==> src/rtl/imem_loader.sv <==
// imem_loader: packs a big-endian byte stream into 32-bit instruction words, writes them
// to consecutive instruction-memory addresses and holds the CPU until the load completes.
// Optional trailing XOR checksum byte and err output are enabled by IMEM_LOADER_CHECKSUM_EN.
//
// state | meaning
// IDLE  | after reset, waiting for start; CPU held
// LOAD  | accepting program bytes and writing words; CPU held
// DONE  | program loaded; CPU released (held while err=1)
module imem_loader #(
  parameter int          ADDR_W    = 16,
  parameter int unsigned BASE_ADDR = 0
) (
  input  logic              clk,
  input  logic              rst,
  input  logic              start,
  input  logic [ADDR_W:0]   len,
  input  logic              in_valid,
  input  logic [7:0]        in_data,
  output logic              in_ready,
  output logic              mem_we,
  output logic [ADDR_W-1:0] mem_addr,
  output logic [31:0]       mem_wdata,
  output logic              cpu_hold,
  output logic              busy,
  output logic              done
`ifdef IMEM_LOADER_CHECKSUM_EN
  ,
  output logic              err
`endif
);

  typedef enum logic [1:0] {S_IDLE, S_LOAD, S_DONE} state_t;

  localparam logic [ADDR_W-1:0] BASE     = ADDR_W'(BASE_ADDR);
  localparam logic [ADDR_W-1:0] ADDR_ONE = ADDR_W'(1);
  localparam logic [ADDR_W:0]   CNT_ONE  = (ADDR_W+1)'(1);
  localparam logic [ADDR_W:0]   CNT_ZERO = '0;

  state_t            state;
  logic [1:0]        byte_cnt;
  logic [ADDR_W:0]   word_cnt;
  logic [31:0]       word_buf;
  logic              wr_pend;
`ifdef IMEM_LOADER_CHECKSUM_EN
  logic [7:0]        csum;
  logic              csum_got;
  logic              csum_bad;
`endif

  wire accept = in_valid && in_ready && (state == S_LOAD);

  always_ff @(posedge clk) begin
    if (!rst) begin
      state     <= S_IDLE;
      byte_cnt  <= 2'd0;
      word_cnt  <= '0;
      word_buf  <= '0;
      wr_pend   <= 1'b0;
      in_ready  <= 1'b0;
      mem_we    <= 1'b0;
      mem_addr  <= '0;
      mem_wdata <= '0;
      cpu_hold  <= 1'b1;
      busy      <= 1'b0;
      done      <= 1'b0;
`ifdef IMEM_LOADER_CHECKSUM_EN
      csum      <= 8'd0;
      csum_got  <= 1'b0;
      csum_bad  <= 1'b0;
      err       <= 1'b0;
`endif
    end else begin
      // Word assembled at edge N is strobed out at edge N+1.
      mem_we  <= wr_pend;
      wr_pend <= 1'b0;
      if (mem_we) mem_addr <= mem_addr + ADDR_ONE;

      case (state)
        S_IDLE, S_DONE: begin
          if (start) begin
            word_cnt <= len;
            mem_addr <= BASE;
            byte_cnt <= 2'd0;
            word_buf <= '0;
            done     <= 1'b0;
`ifdef IMEM_LOADER_CHECKSUM_EN
            csum     <= 8'd0;
            csum_got <= 1'b0;
            csum_bad <= 1'b0;
            err      <= 1'b0;
`endif
            if (len == CNT_ZERO) begin
              state    <= S_DONE;
              done     <= 1'b1;
              busy     <= 1'b0;
              cpu_hold <= 1'b0;
              in_ready <= 1'b0;
            end else begin
              state    <= S_LOAD;
              busy     <= 1'b1;
              cpu_hold <= 1'b1;
              in_ready <= 1'b1;
            end
          end
        end

        S_LOAD: begin
          if (accept) begin
            if (word_cnt != CNT_ZERO) begin
`ifdef IMEM_LOADER_CHECKSUM_EN
              csum <= csum ^ in_data;
`endif
              // ~byte_cnt selects byte lane 3-k, so byte 0 lands in [31:24].
              word_buf[{~byte_cnt, 3'b000} +: 8] <= in_data;
              byte_cnt <= byte_cnt + 2'd1;
              if (byte_cnt == 2'd3) begin
                mem_wdata <= {word_buf[31:8], in_data};
                wr_pend   <= 1'b1;
                word_cnt  <= word_cnt - CNT_ONE;
`ifndef IMEM_LOADER_CHECKSUM_EN
                // No more bytes are wanted once the last word is complete.
                if (word_cnt == CNT_ONE) in_ready <= 1'b0;
`endif
              end
            end
`ifdef IMEM_LOADER_CHECKSUM_EN
            else begin
              csum_got <= 1'b1;
              csum_bad <= ((csum ^ in_data) != 8'd0);
              in_ready <= 1'b0;
            end
`endif
          end

`ifdef IMEM_LOADER_CHECKSUM_EN
          if (csum_got && !wr_pend && !mem_we && (word_cnt == CNT_ZERO)) begin
            state    <= S_DONE;
            busy     <= 1'b0;
            done     <= 1'b1;
            err      <= csum_bad;
            cpu_hold <= csum_bad;
          end
`else
          if (mem_we && (word_cnt == CNT_ZERO)) begin
            state    <= S_DONE;
            busy     <= 1'b0;
            done     <= 1'b1;
            cpu_hold <= 1'b0;
          end
`endif
        end

        default: state <= S_IDLE;
      endcase
    end
  end

endmodule

==> config.mk <==
export PLATFORM = sky130hd
export DESIGN_NAME = imem_loader
export DESIGN_NICKNAME = d
export VERILOG_FILES = /design/src/rtl/imem_loader.sv
export SDC_FILE = /design/constraint.sdc
export NUM_CORES = 1
export LEC_CHECK = 0
export ABC_AREA = 0
export CORE_ASPECT_RATIO = 0.7
export CORE_MARGIN = 4
export CORE_UTILIZATION = 25
export CTS_BUF_LIST = sky130_fd_sc_hd__clkbuf_2 sky130_fd_sc_hd__clkbuf_4 sky130_fd_sc_hd__clkbuf_8
export DETAILED_ROUTE_END_ITERATION = 8
export SYNTH_ARGS = -nofsm -noshare
export SYNTH_HDL_FRONTEND = slang
export SYNTH_SLANG_ARGS = --single-unit
==> constraint.sdc <==
create_clock -name clk -period 2.8 [get_ports clk]
set_input_delay 0.56 -clock clk [delete_from_list [all_inputs] [get_ports clk]]
set_output_delay 0.56 -clock clk [all_outputs]
set_load 0.05 [all_outputs]
### After elaboration in Yosys (flattened, before gate mapping)

Index checks and enable logic that the tools add are counted.

| cells by class | value |
|---|---|
| add/subtract/negate cells | 4 |
| eq/ne operators | 10 |
| shifts and indexed selects | 2 |
| muxes and demuxes | 35 |
| bitwise logic cells | 1 |
| reduce and logical (&&, ||, !) cells | 16 |

Operator list:

| kind | count |
|---|---|
| $mux W32 | 3 |
| $mux W17 | 4 |
| $pmux W32 S2 | 1 |
| $mux W16 | 3 |
| $logic_not A17 Y1 | 2 |
| $pmux W17 S2 | 1 |
| $bwmux W32 | 1 |
| $shift A8 B7 Y32 const A | 1 |
| $shiftx A8 B7 Y32 | 1 |
| $eq A17 B1 Y1 const B | 1 |
| $reduce_bool A17 Y1 | 1 |
| $sub A17 B1 Y17 const B | 1 |
| $add A16 B1 Y16 const B | 1 |
| $mux W2 | 6 |
| $reduce_and A4 Y1 | 3 |
| $mux W1 | 11 |
| $ne A2 B1 Y1 const B | 4 |
| $pmux W2 S2 | 2 |
| $neg A5 Y7 | 1 |
| $pmux W1 S2 | 3 |
| $reduce_and A6 Y1 | 1 |
| $reduce_and A5 Y1 | 1 |
| $eq A2 B2 Y1 const B | 2 |
| $ne A2 B2 Y1 const B | 2 |
| other kinds (9) | 11 |

| word-level totals | value |
|---|---|
| register bits after elaboration | 107 |
| bits of input ports | 29 |
| output and inout bits | 53 |
| word-level logic and storage cells | 80 |

### Depth between registers and ports, before layout

Gate-level depths: netlist of run 1.

| logic depth | value |
|---|---|
| depth after elaboration | 7 |
| depth in mapped cells | 9 |
| gate-level depth less buffers | 7 |

### Least setup slack after synthesis of run 1

OpenSTA, ideal clock, no wires.

| timing | value |
|---|---|
| path kind | reg-to-reg |
| from | reg word_cnt[0] |
| to | reg word_cnt[5] |
| library setup time | 0.117 ns |
| arrival | 2.107 ns |
| data required time | 2.683 ns |
| slack | 0.575 ns |
| stages on the path, launching flop included | 9 |
| buffers on the path | 1 |
| period minus slack after synthesis | 2.225 ns |
| cell sequence | dfxtp_1 > inv_1 > ha_1 > nor3b_1 > and3_1 > buf_2 > and2_1 > or4_1 > a32o_1 |

| on the way | value |
|---|---|
| longest elaborated chain between the ends | 5 |
| elaborated cells between the ends (all ways) | 8 |
| those cells by class | add/sub: 1; eq/ne: 1; mux: 4; reduce/logical: 2 |

RTL lines:

| what | line | text |
|---|---|---|
| start, declared | 41 | `logic [ADDR_W:0] word_cnt;` |
| start signal, assigned | 81 | `word_cnt <= len;` |
| start signal, assigned | 119 | `word_cnt <= word_cnt - CNT_ONE;` |
| $sub A17 B1 Y17 | 119 |  |
| $mux W17 | 116 | `if (byte_cnt == 2'd3) begin` |
| $mux W17 | 109 | `if (word_cnt != CNT_ZERO) begin` |
| $mux W17 | 108 | `if (accept) begin` |
| $pmux W17 S2 | 78 | `case (state)` |

Several ways; a longest one is shown, not always the timed one. The select of a mux whose other input is x is not followed.
A chain may end at the register's enable or synchronous reset.

### Worst setup path after layout of run 1

Same ends and word-level chain as after synthesis.

==> results of run 1 <==
==> layout by cell type, fill, tap and decap left out, types with 5 or more instances in the layout <==
cell type and n:
sky130_fd_sc_hd__a21oi_1 37, sky130_fd_sc_hd__a21oi_2 10, sky130_fd_sc_hd__and3_1 5, sky130_fd_sc_hd__buf_4 23, sky130_fd_sc_hd__clkbuf_8 9, sky130_fd_sc_hd__clkdlybuf4s50_1 80
sky130_fd_sc_hd__dfxtp_1 99, sky130_fd_sc_hd__ha_1 7, sky130_fd_sc_hd__inv_1 8, sky130_fd_sc_hd__nand2_1 64, sky130_fd_sc_hd__nand2b_1 21, sky130_fd_sc_hd__nand2b_4 6
sky130_fd_sc_hd__nand3_1 69, sky130_fd_sc_hd__nor2_1 32, sky130_fd_sc_hd__nor3_1 12, sky130_fd_sc_hd__nor4_1 8, sky130_fd_sc_hd__o211ai_1 5, sky130_fd_sc_hd__o21ai_0 47
sky130_fd_sc_hd__o22ai_1 5, sky130_fd_sc_hd__o31ai_1 5, sky130_fd_sc_hd__or3_1 5, sky130_fd_sc_hd__or4_1 5, sky130_fd_sc_hd__xnor2_1 8, sky130_fd_sc_hd__xor2_1 6
==> cell families (layout without fill, tap and decap cells) <==
group           after synthesis  count (layout)  share of synthesized area (%)
xor+xnor                     14              14                           2.70
simple gates                247             247                           28.7
fa+ha+maj                     7               7                           1.93
flops                        99              99                           43.7
compound gates              134             134                           18.2
mux                           1               1                          0.221
buf+inv                      46             129                           4.58
==> sequential cells by signal, indices dropped and copies added (netlist names) <==
name,cells
busy,1
byte_cnt,2
cpu_hold,1
done,1
in_ready,1
mem_addr,16
mem_wdata,32
mem_we,1
state,2
word_buf,24
word_cnt,17
wr_pend,1
==> metal layers <==
metal	track usage [%]	vias to the layer above
met3	3.24	16
met5	0	-
met4	3.22	0
li1	-	2103
met2	16.7	150
met1	19.1	1931
==> through the flow <==
stage	total power (µW)	std cells	util, %
floorplan	1830	548	-
global placement	2030	846	32.4
detailed placement	2020	846	32.4
CTS	2900	862	33.4
global route	3000	862	33.4
finish	2870	862	33.4
==> Yosys cell counts, types with 5 or more instances <==
cell,instances
sky130_fd_sc_hd__a21oi_1,37
sky130_fd_sc_hd__a21oi_2,10
sky130_fd_sc_hd__and3_1,5
sky130_fd_sc_hd__buf_1,7
sky130_fd_sc_hd__clkbuf_1,23
sky130_fd_sc_hd__dfxtp_1,99
sky130_fd_sc_hd__ha_1,7
sky130_fd_sc_hd__inv_1,8
sky130_fd_sc_hd__nand2_1,64
sky130_fd_sc_hd__nand2b_1,21
sky130_fd_sc_hd__nand2b_4,6
sky130_fd_sc_hd__nand3_1,69
sky130_fd_sc_hd__nor2_1,32
sky130_fd_sc_hd__nor3_1,12
sky130_fd_sc_hd__nor4_1,8
sky130_fd_sc_hd__o211ai_1,5
sky130_fd_sc_hd__o21ai_0,47
sky130_fd_sc_hd__o22ai_1,5
sky130_fd_sc_hd__o31ai_1,5
sky130_fd_sc_hd__or3_1,5
sky130_fd_sc_hd__or4_1,5
sky130_fd_sc_hd__xnor2_1,8
sky130_fd_sc_hd__xor2_1,6
==> how the worst max path moves through the flow <==
stage | start | endpoint | slack, ps | depth (start not counted)
6_report | word_cnt[0] | word_cnt[5] | 490 | 7
5_1_grt | word_cnt[0] | word_cnt[5] | 370 | 7
4_1_cts | word_cnt[0] | word_cnt[5] | 500 | 7
3_5_place_dp | in_valid | word_cnt[5] | 330 | 5
3_3_place_gp | in_valid | word_cnt[5] | 370 | 5
2_1_floorplan | word_cnt[0] | word_cnt[5] | 580 | 8
==> layout make-up <==
type	instances	area share, %
Sequential cell	99	34.0
Clock buffer	11	2.38
Tap cell	231	4.95
Clock inverter	5	0.644
Multi-Input combinational cell	403	40.4
Inverter	8	0.515
Timing Repair Buffer	105	17.1
==> power by group <==
part | leakage, µW | switching [µW] | total (µW) | internal (µW)
clock network | 0.0000872 | 520 | 869 | 349
registers | 0.000801 | 40.3 | 1480 | 1440
logic | 0.00103 | 313 | 517 | 204
==> impl_metrics.yaml, run 1 <==
sta:
  report.final.hold_viol_count: 0
  post-route-min-period_ps: 2310
  finClkSkew_ps: 12.1
  timing_worst_slew_pin_value_ps: 733
  tns_ps: 0
  fin_crit_sh_pct: 82.6
  setup-violations-final: 0
  hold_slack_ps: 443
  fmaxAchievable_mhz: 432
  final_critical_path_setup_slack_ps: 486
  maxSlewHeadroom_pct: 51.1
  rsz0062_at_grt: "false"
  timing.final.max_slew_violations: 0
routing:
  viasPerCell: 4.87
  post_drt_wl_per_cell_um: 15.0
  routed_wl_um: 12900
  drc: 0
  drt_pass_1_iters: 5
  post_drt_antenna_nets: 0
  top_layer: "met4"
  wl_met1_um: 6690
  drtIter0Drc: 349
  route.met3.wl_um: 925
  wl_met2_um: 5110
  dr_total_vias: 4200
hold_path:
  destination_of_the_worst_hold_path: "mem_we"
  hold_class: "register to register"
  min_path_cells: 1
  holdCritStartpoint: "wr_pend"
critical_path:
  worst-setup-path-type: "register to register"
  critical_path_arrival_ps: 2580
  worst_path_max_delay_cell: "sky130_fd_sc_hd__or4_1"
  cpPeakStageDelay_ps: 520
  cp-start-kind: "register"
  worstPathBufferInverterCount: 1
  setup.worst_path.end_class: "register"
  worst_r2r_startpoint: "word_cnt[0]"
  crit_required_ps: 3070
  worst-r2r-cell-count: 7
  regToRegEndpoint: "word_cnt[5]"
  timing.critical_path.fanout_max: 7
  path_cells: "inv_1 > ha_1 > nor3b_1 > and3_1 > and2_1 > or4_1 > a32o_1"
  r2r_slack_ps: 490
  delay_heaviest_family_cp: "simple AND/OR/NAND/NOR gates"
cts:
  tritoncts_clock_tree: "built"
  cts_resized: 0
  clkSinkCount: 99
  cts_htree_levels: 3
  clk_transition_reported_paths_ps: 100
  clk_latency_ps: 370
  holdBufCountCts: 0
  clk_root_buffer_cell: "sky130_fd_sc_hd__clkbuf_8"
  cts_made_buffers: 9
  cts_buffer_depth: 2
  post-cts-setup-buffer-count: 0
power_and_ir_drop:
  power.static_leakage_uw: 0.00192
  vdd_ir_drop_max_mv: 0.196
  power_per_cell_area_nw_per_um2: 491
yosys:
  synth_flop_cell: "sky130_fd_sc_hd__dfxtp_1"
  flop_and_latch_count_out_of_synthesis: 99
  netlist-cell-type-count: 51
  yosys_warnings: 0
  synthDominantAreaCellType: "sky130_fd_sc_hd__dfxtp_1"
  synth_fp_nets: 584
  synthesis.area_um2: 4540
  seq_area_frac_synth_pct: 43.7
  synth_enable_flop_cells: 0
  asyncSetResetFlopFracSynth_pct: 0
  synthesis.instances: 548
  netlist.area_leader.share_pct: 43.7
  synth_area_per_cell_um2: 8.28
  synth_area_leaders: "sky130_fd_sc_hd__dfxtp_1 44%, sky130_fd_sc_hd__nand3_1 7.6%, sky130_fd_sc_hd__nand2_1 5.3%, sky130_fd_sc_hd__o21ai_0 5.2%, sky130_fd_sc_hd__a21oi_1 4.1%"
outcome:
  status: "completed"
die:
  boundaryPins: 82
  fp.dieW_um: 169
  die-area_um2: 20400
  placeableCoreArea_um2: 17500
  number_of_cell_rows: 40
  die_height_um: 121
  start_util_pct: 26.0
flow_run:
  cap_viol_max_count: 0
final_layout:
  layout-drive-gt1-share_pct: 9.83
  nets: 662
  total_area_of_sequential_cells_um2: 1980
  design_area_um2: 5830
  diode_insertion_count_for_antenna_repair: 0
  multi_input_comb_area_um2: 2360
  final_layout_fill_cell_count: 1840
  area_delta_synth_final_pct: 28.5
grt:
  grt_max_degree: 66
  grt_antenna_before_repair: 0
  vias_in_the_first_global_route: 3754
  total_routing_usage_gr_pct: 12.4
  grt_pass1_wl_um: 20400
  grt.overflow.total: 0
placed_design:
  gpl.final_weighted_congestion: 0.854
  hpwlAfterDp_um: 9170
  port_buffers: 81
  dpl_worst_slack_ps: 333
  post_placement_cell_area_um2: 5660
Power figures use the tool's default switching activity.
==> run 2: changes to the inputs <==
==> constraint.sdc (replaced) <==
create_clock -name clk -period 1.95 [get_ports clk]
set_input_delay 0.39 -clock clk [delete_from_list [all_inputs] [get_ports clk]]
set_output_delay 0.39 -clock clk [all_outputs]
set_load 0.05 [all_outputs]
==> impl_metrics.yaml, run 2 (synthesis gave the netlist of run 1 again) <==
die:
  start_util_pct: 26.0
  fp.dieW_um: 169
  boundaryPins: 82
  placeableCoreArea_um2: 17500
  die-area_um2: 20400
  number_of_cell_rows: 40
  die_height_um: 121
grt:
  vias_in_the_first_global_route: 4124
  grt_max_degree: 37
  grt_antenna_before_repair: 0
  total_routing_usage_gr_pct: 13.2
  grt_pass1_wl_um: 21700
  grt.overflow.total: 0
final_layout:
  instances_no_fill: 909
  largest_reg_flops: 32
  largestRegisters: "mem_wdata (32), word_buf (24), word_cnt (17)"
  layout-drive-gt1-share_pct: 21.5
  diode_insertion_count_for_antenna_repair: 0
  nets: 709
  area_delta_synth_final_pct: 41.2
  regMostFlops: "mem_wdata"
  mostFrequentLayoutCell: "sky130_fd_sc_hd__dfxtp_1"
  final_cell_mix: "96 x sky130_fd_sc_hd__dfxtp_1, 80 x sky130_fd_sc_hd__buf_4, 68 x sky130_fd_sc_hd__nand3_1"
  final_layout_fill_cell_count: 1785
sta:
  setup-violations-final: 0
  fin_crit_sh_pct: 97.7
  rsz0062_at_grt: "true"
  fmaxAchievable_mhz: 525
  maxSlewHeadroom_pct: 64.5
  report.final.hold_viol_count: 0
  post-route-min-period_ps: 1900
  timing_worst_slew_pin_value_ps: 532
  finClkSkew_ps: 12.9
  timing.final.max_slew_violations: 0
outcome:
  status: "completed"
critical_path:
  path_cells: "or4_4 > nor3_1 > buf_4 > nand3_2 > o311a_1 > o21a_1"
  timing.critical_path.fanout_max: 4
  cpPeakStageDelay_ps: 580
  cp-start-kind: "register"
  worst_path_max_delay_cell: "sky130_fd_sc_hd__or4_4"
  setup.worst_path.end_class: "register"
  critical_path_arrival_ps: 2190
  worst-setup-path-type: "register to register"
  delay_heaviest_family_cp: "simple AND/OR/NAND/NOR gates"
  crit_required_ps: 2230
  worstPathBufferInverterCount: 1
cts:
  cts_buffer_depth: 2
  holdBufCountCts: 0
  cts_htree_levels: 3
  tritoncts_clock_tree: "built"
  clk_transition_reported_paths_ps: 110
  cts_made_buffers: 9
  clkSinkCount: 99
  clk_latency_ps: 370
  clk_root_buffer_cell: "sky130_fd_sc_hd__clkbuf_8"
placed_design:
  dp.cells: 889
  hpwlAfterDp_um: 9710
  gpl.final_weighted_congestion: 0.807
  port_buffers: 81
routing:
  routed_wl_um: 13500
  viasPerCell: 4.78
  post_drt_wl_per_cell_um: 14.9
  drt_pass_1_iters: 5
  drc: 0
  drtIter0Drc: 395
  post_drt_antenna_nets: 0
  dr_total_vias: 4343
flow_run:
  cap_viol_max_count: 0
power_and_ir_drop:
  p_total_uw: 4510
  power_per_cell_area_nw_per_um2: 703
  vdd_ir_drop_max_mv: 0.286
  power.static_leakage_uw: 0.00268
hold_path:
  hold_class: "primary input to register"
## run 2: changes by cell type in the layout (fill, tap and decap cells not counted), sizes merged, moves of 2 or more
cell,before,now
buf,25,88
clkdlybuf4s50,80,29
dlymetal6s2s,0,19
dlygate4sd2,0,15
clkbuf,11,9
## run 2: area by class of cell
cell class	instances	area [µm²]	area share [%]
multi-input combinational	404	2500	39.0
sequential	99	1990	31.0
timing repair buffer	151	1400	21.8
tap	231	289	4.51
clock buffer	9	124	1.93
clock inverter	7	83.8	1.31
inverter	8	30.0	0.468
## run 2: path summary, 6_finish.rpt
path	start	end	slack [ps]	depth (start not counted)
worst max-delay path	word_cnt[16]	in_ready	50	6
worst min register to register	wr_pend	mem_we	450	1
worst min-delay path	rst	word_cnt[6]	390	3
worst max register to register	word_cnt[16]	in_ready	50	6
## run 2: through the flow
| step | utilization [%] | TNS (ps) | hold WS, ps | area, µm² | setup slack (ps) |
|---|---|---|---|---|---|
| final | 36.7 | 0 | 388 | 6410 | 45.5 |
| after global routing | 36.7 | -367 | 405 | 6410 | -39.5 |
| after CTS | 35.7 | 0 | 382 | 6240 | 2.86 |
| after detailed placement | 34.5 | -11470 | 419 | 6030 | -366 |
| after global placement | 34.5 | -10350 | 419 | 6030 | -325 |
| after floorplan | - | 0 | 412 | 4570 | 7.42 |
## run 2: worst register-to-register path, stage by stage (launching register included)
cell	delay (ps)
sky130_fd_sc_hd__dfxtp_2	330
sky130_fd_sc_hd__or4_4	580
sky130_fd_sc_hd__nor3_1	160
sky130_fd_sc_hd__buf_4	170
sky130_fd_sc_hd__nand3_2	80
sky130_fd_sc_hd__o311a_1	330
sky130_fd_sc_hd__o21a_1	170
## run 2: per-layer routing
metal / part of all wire [%] / vias up / GRT usage (%)
li1: - / 2204 / -
met1: 53 / 2020 / 20.1
met2: 41 / 110 / 18.3
met3: 6.1 / 9 / 3.99
met4: 0.71 / 0 / 2.56
met5: 0 / - / 0
## run 2: what timing repair did
action	4_1_cts	5_1_grt
gates resized for setup	19	41
gates cloned	0	1
buffers inserted	1	3
pin swaps	1	7
endpoints found under the hold margin	0	0
setup endpoints to repair	52	77
## run 2: where the power goes
group          leakage (µW)  internal [µW]  switching (µW)
combinational       0.00178            446             523
clock             0.0000959            616             798
sequential         0.000803           2070            53.6
